[src/rtl/id_ex_alu_ctrl.sv]
// ID->EX pipeline register with MIPS ALU-control decode.
// Decodes the ID-stage instruction combinationally and registers operands and control for EX.
module id_ex_alu_ctrl #(
    parameter int unsigned WIDTH = 32
) (
    input  logic             clk,
    input  logic             rst,
    input  logic             valid_id,
    input  logic [31:0]      instr_id,
    input  logic [WIDTH-1:0] rdata1_id,
    input  logic [WIDTH-1:0] rdata2_id,
    input  logic             stall,
    input  logic             flush,
    output logic [WIDTH-1:0] val1_exe,
    output logic [WIDTH-1:0] val2_exe,
    output logic [4:0]       shamt_exe,
    output logic [3:0]       alucontrol_exe,
    output logic             regwrite_exe,
    output logic             memread_exe,
    output logic             memwrite_exe,
    output logic             valid_exe,
    output logic             illegal_exe,
    output logic [4:0]       dest_exe
);

    localparam logic [3:0] EXE_ADD          = 4'b0000;
    localparam logic [3:0] EXE_AND          = 4'b0001;
    localparam logic [3:0] EXE_SUB          = 4'b0010;
    localparam logic [3:0] EXE_OR           = 4'b0011;
    localparam logic [3:0] EXE_SLT          = 4'b0100;
    localparam logic [3:0] EXE_NOR          = 4'b0101;
    localparam logic [3:0] EXE_SLL          = 4'b0110;
    localparam logic [3:0] EXE_SRL          = 4'b0111;
    localparam logic [3:0] EXE_NO_OPERATION = 4'b1111;

    localparam logic [5:0] OP_RTYPE = 6'h00;
    localparam logic [5:0] OP_BEQ   = 6'h04;
    localparam logic [5:0] OP_ADDI  = 6'h08;
    localparam logic [5:0] OP_SLTI  = 6'h0A;
    localparam logic [5:0] OP_ANDI  = 6'h0C;
    localparam logic [5:0] OP_ORI   = 6'h0D;
    localparam logic [5:0] OP_LW    = 6'h23;
    localparam logic [5:0] OP_SW    = 6'h2B;

    localparam logic [5:0] FN_SLL  = 6'h00;
    localparam logic [5:0] FN_SRL  = 6'h02;
    localparam logic [5:0] FN_ADD  = 6'h20;
    localparam logic [5:0] FN_ADDU = 6'h21;
    localparam logic [5:0] FN_SUB  = 6'h22;
    localparam logic [5:0] FN_SUBU = 6'h23;
    localparam logic [5:0] FN_AND  = 6'h24;
    localparam logic [5:0] FN_OR   = 6'h25;
    localparam logic [5:0] FN_NOR  = 6'h27;
    localparam logic [5:0] FN_SLT  = 6'h2A;

    logic [5:0] opcode;
    logic [5:0] funct;
    logic [4:0] rt;
    logic [4:0] rd;
    logic [4:0] shamt_field;

    assign opcode      = instr_id[31:26];
    assign funct       = instr_id[5:0];
    assign rt          = instr_id[20:16];
    assign rd          = instr_id[15:11];
    assign shamt_field = instr_id[10:6];

    logic [WIDTH-1:0] sext_imm;
    logic [WIDTH-1:0] zext_imm;

    assign sext_imm = {{(WIDTH-16){instr_id[15]}}, instr_id[15:0]};
    assign zext_imm = {{(WIDTH-16){1'b0}}, instr_id[15:0]};

    // Raw decode, before validity and illegal-instruction masking.
    logic             legal;
    logic [3:0]       dec_alu;
    logic [WIDTH-1:0] dec_val1;
    logic [WIDTH-1:0] dec_val2;
    logic [4:0]       dec_shamt;
    logic [4:0]       dec_dest;
    logic             dec_write;
    logic             dec_memread;
    logic             dec_memwrite;

    always_comb begin
        legal        = 1'b1;
        dec_alu      = EXE_NO_OPERATION;
        dec_val1     = rdata1_id;
        dec_val2     = rdata2_id;
        dec_shamt    = 5'd0;
        dec_dest     = 5'd0;
        dec_write    = 1'b0;
        dec_memread  = 1'b0;
        dec_memwrite = 1'b0;

        unique case (opcode)
            OP_RTYPE: begin
                dec_dest  = rd;
                dec_write = 1'b1;
                unique case (funct)
                    FN_ADD, FN_ADDU: dec_alu = EXE_ADD;
                    FN_SUB, FN_SUBU: dec_alu = EXE_SUB;
                    FN_AND:          dec_alu = EXE_AND;
                    FN_OR:           dec_alu = EXE_OR;
                    FN_NOR:          dec_alu = EXE_NOR;
                    FN_SLT:          dec_alu = EXE_SLT;
                    FN_SLL, FN_SRL: begin
                        dec_alu   = (funct == FN_SLL) ? EXE_SLL : EXE_SRL;
                        dec_val1  = rdata2_id;
                        dec_val2  = '0;
                        dec_shamt = shamt_field;
                    end
                    default:         legal = 1'b0;
                endcase
            end
            OP_ADDI, OP_SLTI: begin
                dec_alu   = (opcode == OP_ADDI) ? EXE_ADD : EXE_SLT;
                dec_val2  = sext_imm;
                dec_dest  = rt;
                dec_write = 1'b1;
            end
            OP_ANDI, OP_ORI: begin
                dec_alu   = (opcode == OP_ANDI) ? EXE_AND : EXE_OR;
                dec_val2  = zext_imm;
                dec_dest  = rt;
                dec_write = 1'b1;
            end
            OP_LW: begin
                dec_alu     = EXE_ADD;
                dec_val2    = sext_imm;
                dec_dest    = rt;
                dec_write   = 1'b1;
                dec_memread = 1'b1;
            end
            OP_SW: begin
                dec_alu      = EXE_ADD;
                dec_val2     = sext_imm;
                dec_memwrite = 1'b1;
            end
            OP_BEQ: begin
                dec_alu = EXE_SUB;
            end
            default: legal = 1'b0;
        endcase
    end

    // Masked next-state: bubble when invalid, control-free but flagged when illegal.
    logic [WIDTH-1:0] val1_d;
    logic [WIDTH-1:0] val2_d;
    logic [4:0]       shamt_d;
    logic [3:0]       alu_d;
    logic             regwrite_d;
    logic             memread_d;
    logic             memwrite_d;
    logic             valid_d;
    logic             illegal_d;
    logic [4:0]       dest_d;

    always_comb begin
        val1_d     = '0;
        val2_d     = '0;
        shamt_d    = 5'd0;
        alu_d      = EXE_NO_OPERATION;
        regwrite_d = 1'b0;
        memread_d  = 1'b0;
        memwrite_d = 1'b0;
        valid_d    = valid_id;
        illegal_d  = 1'b0;
        dest_d     = 5'd0;

        if (valid_id) begin
            if (legal) begin
                val1_d     = dec_val1;
                val2_d     = dec_val2;
                shamt_d    = dec_shamt;
                alu_d      = dec_alu;
                // Writes to $0 are architecturally dead, including the all-zero NOP.
                regwrite_d = dec_write && (dec_dest != 5'd0);
                memread_d  = dec_memread;
                memwrite_d = dec_memwrite;
                dest_d     = dec_dest;
            end else begin
                illegal_d = 1'b1;
            end
        end
    end

    always_ff @(posedge clk or posedge rst) begin
        if (rst) begin
            val1_exe       <= '0;
            val2_exe       <= '0;
            shamt_exe      <= 5'd0;
            alucontrol_exe <= EXE_NO_OPERATION;
            regwrite_exe   <= 1'b0;
            memread_exe    <= 1'b0;
            memwrite_exe   <= 1'b0;
            valid_exe      <= 1'b0;
            illegal_exe    <= 1'b0;
            dest_exe       <= 5'd0;
        end else if (flush) begin
            val1_exe       <= '0;
            val2_exe       <= '0;
            shamt_exe      <= 5'd0;
            alucontrol_exe <= EXE_NO_OPERATION;
            regwrite_exe   <= 1'b0;
            memread_exe    <= 1'b0;
            memwrite_exe   <= 1'b0;
            valid_exe      <= 1'b0;
            illegal_exe    <= 1'b0;
            dest_exe       <= 5'd0;
        end else if (!stall) begin
            val1_exe       <= val1_d;
            val2_exe       <= val2_d;
            shamt_exe      <= shamt_d;
            alucontrol_exe <= alu_d;
            regwrite_exe   <= regwrite_d;
            memread_exe    <= memread_d;
            memwrite_exe   <= memwrite_d;
            valid_exe      <= valid_d;
            illegal_exe    <= illegal_d;
            dest_exe       <= dest_d;
        end
    end

endmodule

[config.mk]
export PLATFORM = sky130hd
export DESIGN_NAME = id_ex_alu_ctrl
export DESIGN_NICKNAME = d
export VERILOG_FILES = /design/src/rtl/id_ex_alu_ctrl.sv
export SDC_FILE = /design/constraint.sdc
export NUM_CORES = 1
export LEC_CHECK = 0
export ABC_CLOCK_PERIOD_IN_PS = 3400
export CORE_MARGIN = 3
export CORE_UTILIZATION = 32
export DETAILED_ROUTE_END_ITERATION = 7
export MAX_ROUTING_LAYER = met4
export PLACE_DENSITY = 0.74
export SETUP_SLACK_MARGIN = 0.4
export SLEW_MARGIN = 20
export SYNTH_ARGS = -nofsm -noshare
export SYNTH_HDL_FRONTEND = slang
export SYNTH_SLANG_ARGS = --single-unit
[constraint.sdc]
create_clock -name clk -period 3.4 [get_ports clk]
set_input_delay 0.85 -clock clk [delete_from_list [all_inputs] [get_ports clk]]
set_output_delay 0.85 -clock clk [all_outputs]
set_load 0.01 [all_outputs]
==> metrics.csv <==
stage,metric,value,unit
cells_and_area,finalNetCount,679,
critical_path,crit_type,in2reg,
cells_and_area,nFillCells,1132,
placed_design,gp_routability_congestion,0.842,
logic_synthesis,synth.distinct_cells,43,
clocking,insertion_delay,0.34,ns
global_route,largest_net_degree_at_the_start_of_global_routing,80,
cells_and_area,layout_common_cells,"clkdlybuf4s50_1, nand2_1, dfrtp_1",
sta,worstMarginPinSlew,0.621,ns
sta,final_period_minus_worst_setup_slack,2.70,ns
critical_path,rr_startpoint,alucontrol_exe[0]$_DFFE_PP1P_,
floorplan,boundaryPins,184,
logic_synthesis,netlist_instances,405,
critical_path,wp_data_required,3.64,ns
floorplan,floorplan.core_area,0.0121,mm2
global_route,track_usage,0.189,
cells_and_area,post_layout_nonfiller_instances,749,
placed_design,portBuffers,178,
placed_design,detailedPlacementHpwl,9290,um
global_route,met3_usage,0.0490,
clocking,htree_levels,3,
global_route,grt_pass1_vias,3794,
global_route,first_pass_grt_wire_length,20300,um
power_and_ir_drop,leakage,2.48,nW
route,post-route-drc-count,0,
floorplan,floorplan.die_area,0.0139,mm2
power_and_ir_drop,peakVddDrop,0.000245,V
route,drt.antenna.violating_nets,0,
global_route,grt.overflow.total,0,
sta,tns,0,ns
sta,finalSetupViolations,0,
critical_path,critical_path.startpoint,instr_id[5],
cells_and_area,final-seq-area,0.00208,mm2
clocking,cts_post_setup_buffers_inserted,0,
power_and_ir_drop,pwr_density_cell,373,mW/mm2
route,routed_wire_length_per_instance,17.1,um
logic_synthesis,synth_nets,506,
hold_path,min_from,val1_exe[29]$_DFFE_PP0P_,
status,run_status,completed,
cells_and_area,multi_input_comb_area,0.00172,mm2
placed_design,place_worst_setup_slack,0.344,ns
clocking,path_clk_slew,0.06,ns
sta,fmaxAchievable,371,MHz
clocking,clock_sinks,83,
logic_synthesis,synth_area,0.00400,mm2
global_route,antenna_found_initial,0,
sta,timing.max_slew.rel_slack,0.585,
critical_path,critical_path.startpoint_type,input pin,
global_route,grt.busiest_layer,met2,
sta,rsz_0062_raised_after_global_routing,no,
clocking,cts_inserted_buffers,9,
hold_path,hold_path.class,reg2reg,
global_route,use_met2,0.309,
sta,final.period_utilization,0.793,
sta,timing.clock.skew,0,ns
sta,report.final.hold_viol_count,0,
logic_synthesis,synth_sequential_area_ratio,0.520,
clocking,cts.repair.resized,0,
clocking,cts_tree,yes,
critical_path,worstPathArrival,2.94,ns
logic_synthesis,avg_inst_size_synth,9.89,um2
global_route,global_route_track_usage_on_met1,0.228,
clocking,postCtsHoldBufs,0,
floorplan,die-height,118,um
logic_synthesis,synth.yosys.warnings,0,
cells_and_area,area_growth,56.4,%
cells_and_area,layout.core_utilization,0.517,
critical_path,setup.worst_path.end_class,flip-flop,
cells_and_area,layout.cells.most_common,clkdlybuf4s50_1,
route,vias_per_cell,4.96,
cells_and_area,drive_above_1_share,0.0723,
floorplan,initial_utilization,0.331,
clocking,cts-root-to-sink-buffers,2,
logic_synthesis,postSynthRegisterBits,83,
sta,hold_slack,0.476,ns
floorplan,placementRows,40,
placed_design,dpl.cell_count,735,
route,dr_total_vias,3714,
sta,final_max_slew_viol_count,0,
route,drt_iter0_markers,281,
cells_and_area,post-route-cell-area,0.00626,mm2
sta,worst_setup_margin,0.705,ns
critical_path,crit_path_max_fanout,50,
cells_and_area,antenna-diode-count,0,
flow_run,max-cap-violations,0,
route,drt_wl_total,12800,um
power_and_ir_drop,power.total,2.34,mW
route,detailedRoute.firstPassIterationCount,4,
floorplan,dieWidth,118,um
placed_design,area_post_placement,0.00594,mm2
clocking,ctsRootBufferMaster,clkbuf_16,
routing by layer:
| metal | vias to the layer above | share of wire |
|---|---|---|
| li1 | 1792 | - |
| met1 | 1777 | 0.43 |
| met2 | 133 | 0.50 |
| met3 | 12 | 0.059 |
| met4 | 0 | 0.012 |
| met5 | - | 0 |
logic make-up (layout without fill, tap and decap cells):
group / after synthesis / count (layout) / share of synthesized area
AO/OA/AOI/OAI: 139 / 139 / 0.215
AND/OR/NAND/NOR: 119 / 119 / 0.133
flip-flops: 83 / 83 / 0.520
multiplexers: 32 / 32 / 0.0800
buffers and inverters: 32 / 208 / 0.0519
worst max-delay path: stages:
cell	delay [ns]
clkdlybuf4s50_1	0.66
nand2_1	0.09
a211oi_1	0.40
o211ai_4	0.16
a21o_4	0.32
buf_12	0.22
o21ai_0	0.21
sequential cells by signal (all words and copies together), names as in the netlist:
signal,count
alucontrol_exe,4
memread_exe,1
valid_exe,1
shamt_exe,5
dest_exe,5
val1_exe,32
illegal_exe,1
val2_exe,32
regwrite_exe,1
memwrite_exe,1
Yosys cell counts, drive strengths merged:
cell / count / area (um2)
nand4b: 1 / 8.76
a21oi: 22 / 114
dfrtp: 79 / 1980
a31o: 1 / 8.76
nand2b: 2 / 12.5
clkbuf: 17 / 72.6
o21ai: 76 / 380
nor2b: 3 / 18.8
o32a: 1 / 10.0
nor4: 2 / 18.8
nand3: 4 / 20.0
a32o: 7 / 70.1
or4: 1 / 7.51
a22oi: 22 / 170
a32oi: 1 / 8.76
and4b: 1 / 10.0
nor2: 16 / 67.6
inv: 3 / 11.3
a211oi: 2 / 15.0
nor3: 1 / 5.00
a21o: 1 / 15.0
a31oi: 4 / 40.0
mux2i: 32 / 320
or4b: 1 / 13.8
and2b: 1 / 7.51
nor3b: 1 / 7.51
dfstp: 4 / 105
nand3b: 1 / 7.51
nand2: 81 / 304
nand4bb: 1 / 11.3
buf: 12 / 124
o211ai: 2 / 28.8
and2: 2 / 12.5
path summary, 6_finish.rpt:
| check | to | cells past startpoint | slack [ns] |
|---|---|---|---|
| worst max-delay path | val1_exe[26]$_DFFE_PP0P_ | 7 | 0.70 |
| worst max register to register | alucontrol_exe[0]$_DFFE_PP1P_ | 2 | 2.63 |
| max in group asynchronous | val1_exe[28]$_DFFE_PP0P_ | 3 | 1.87 |
| worst min register to register | val1_exe[29]$_DFFE_PP0P_ | 2 | 0.48 |
| min in group asynchronous | val2_exe[27]$_DFFE_PP0P_ | 2 | 0.90 |
| worst min-delay path | val1_exe[29]$_DFFE_PP0P_ | 2 | 0.48 |
where the power goes:
| group | total, mW | internal, mW | switching, mW |
|---|---|---|---|
| clock network | 1.05 | 0.676 | 0.375 |
| logic | 0.285 | 0.154 | 0.131 |
| registers | 1.00 | 0.997 | 0.00486 |
| total | 2.34 | 1.83 | 0.510 |
layout make-up:
type,instances,area share
sequential,83,0.333
clock inverter,2,0.00959
timing repair buffer,191,0.306
tap,168,0.0336
clock buffer,12,0.0410
inverter,3,0.00200
multi-input combinational,290,0.275
No activity file was read; power rests on OpenSTA's default activity.
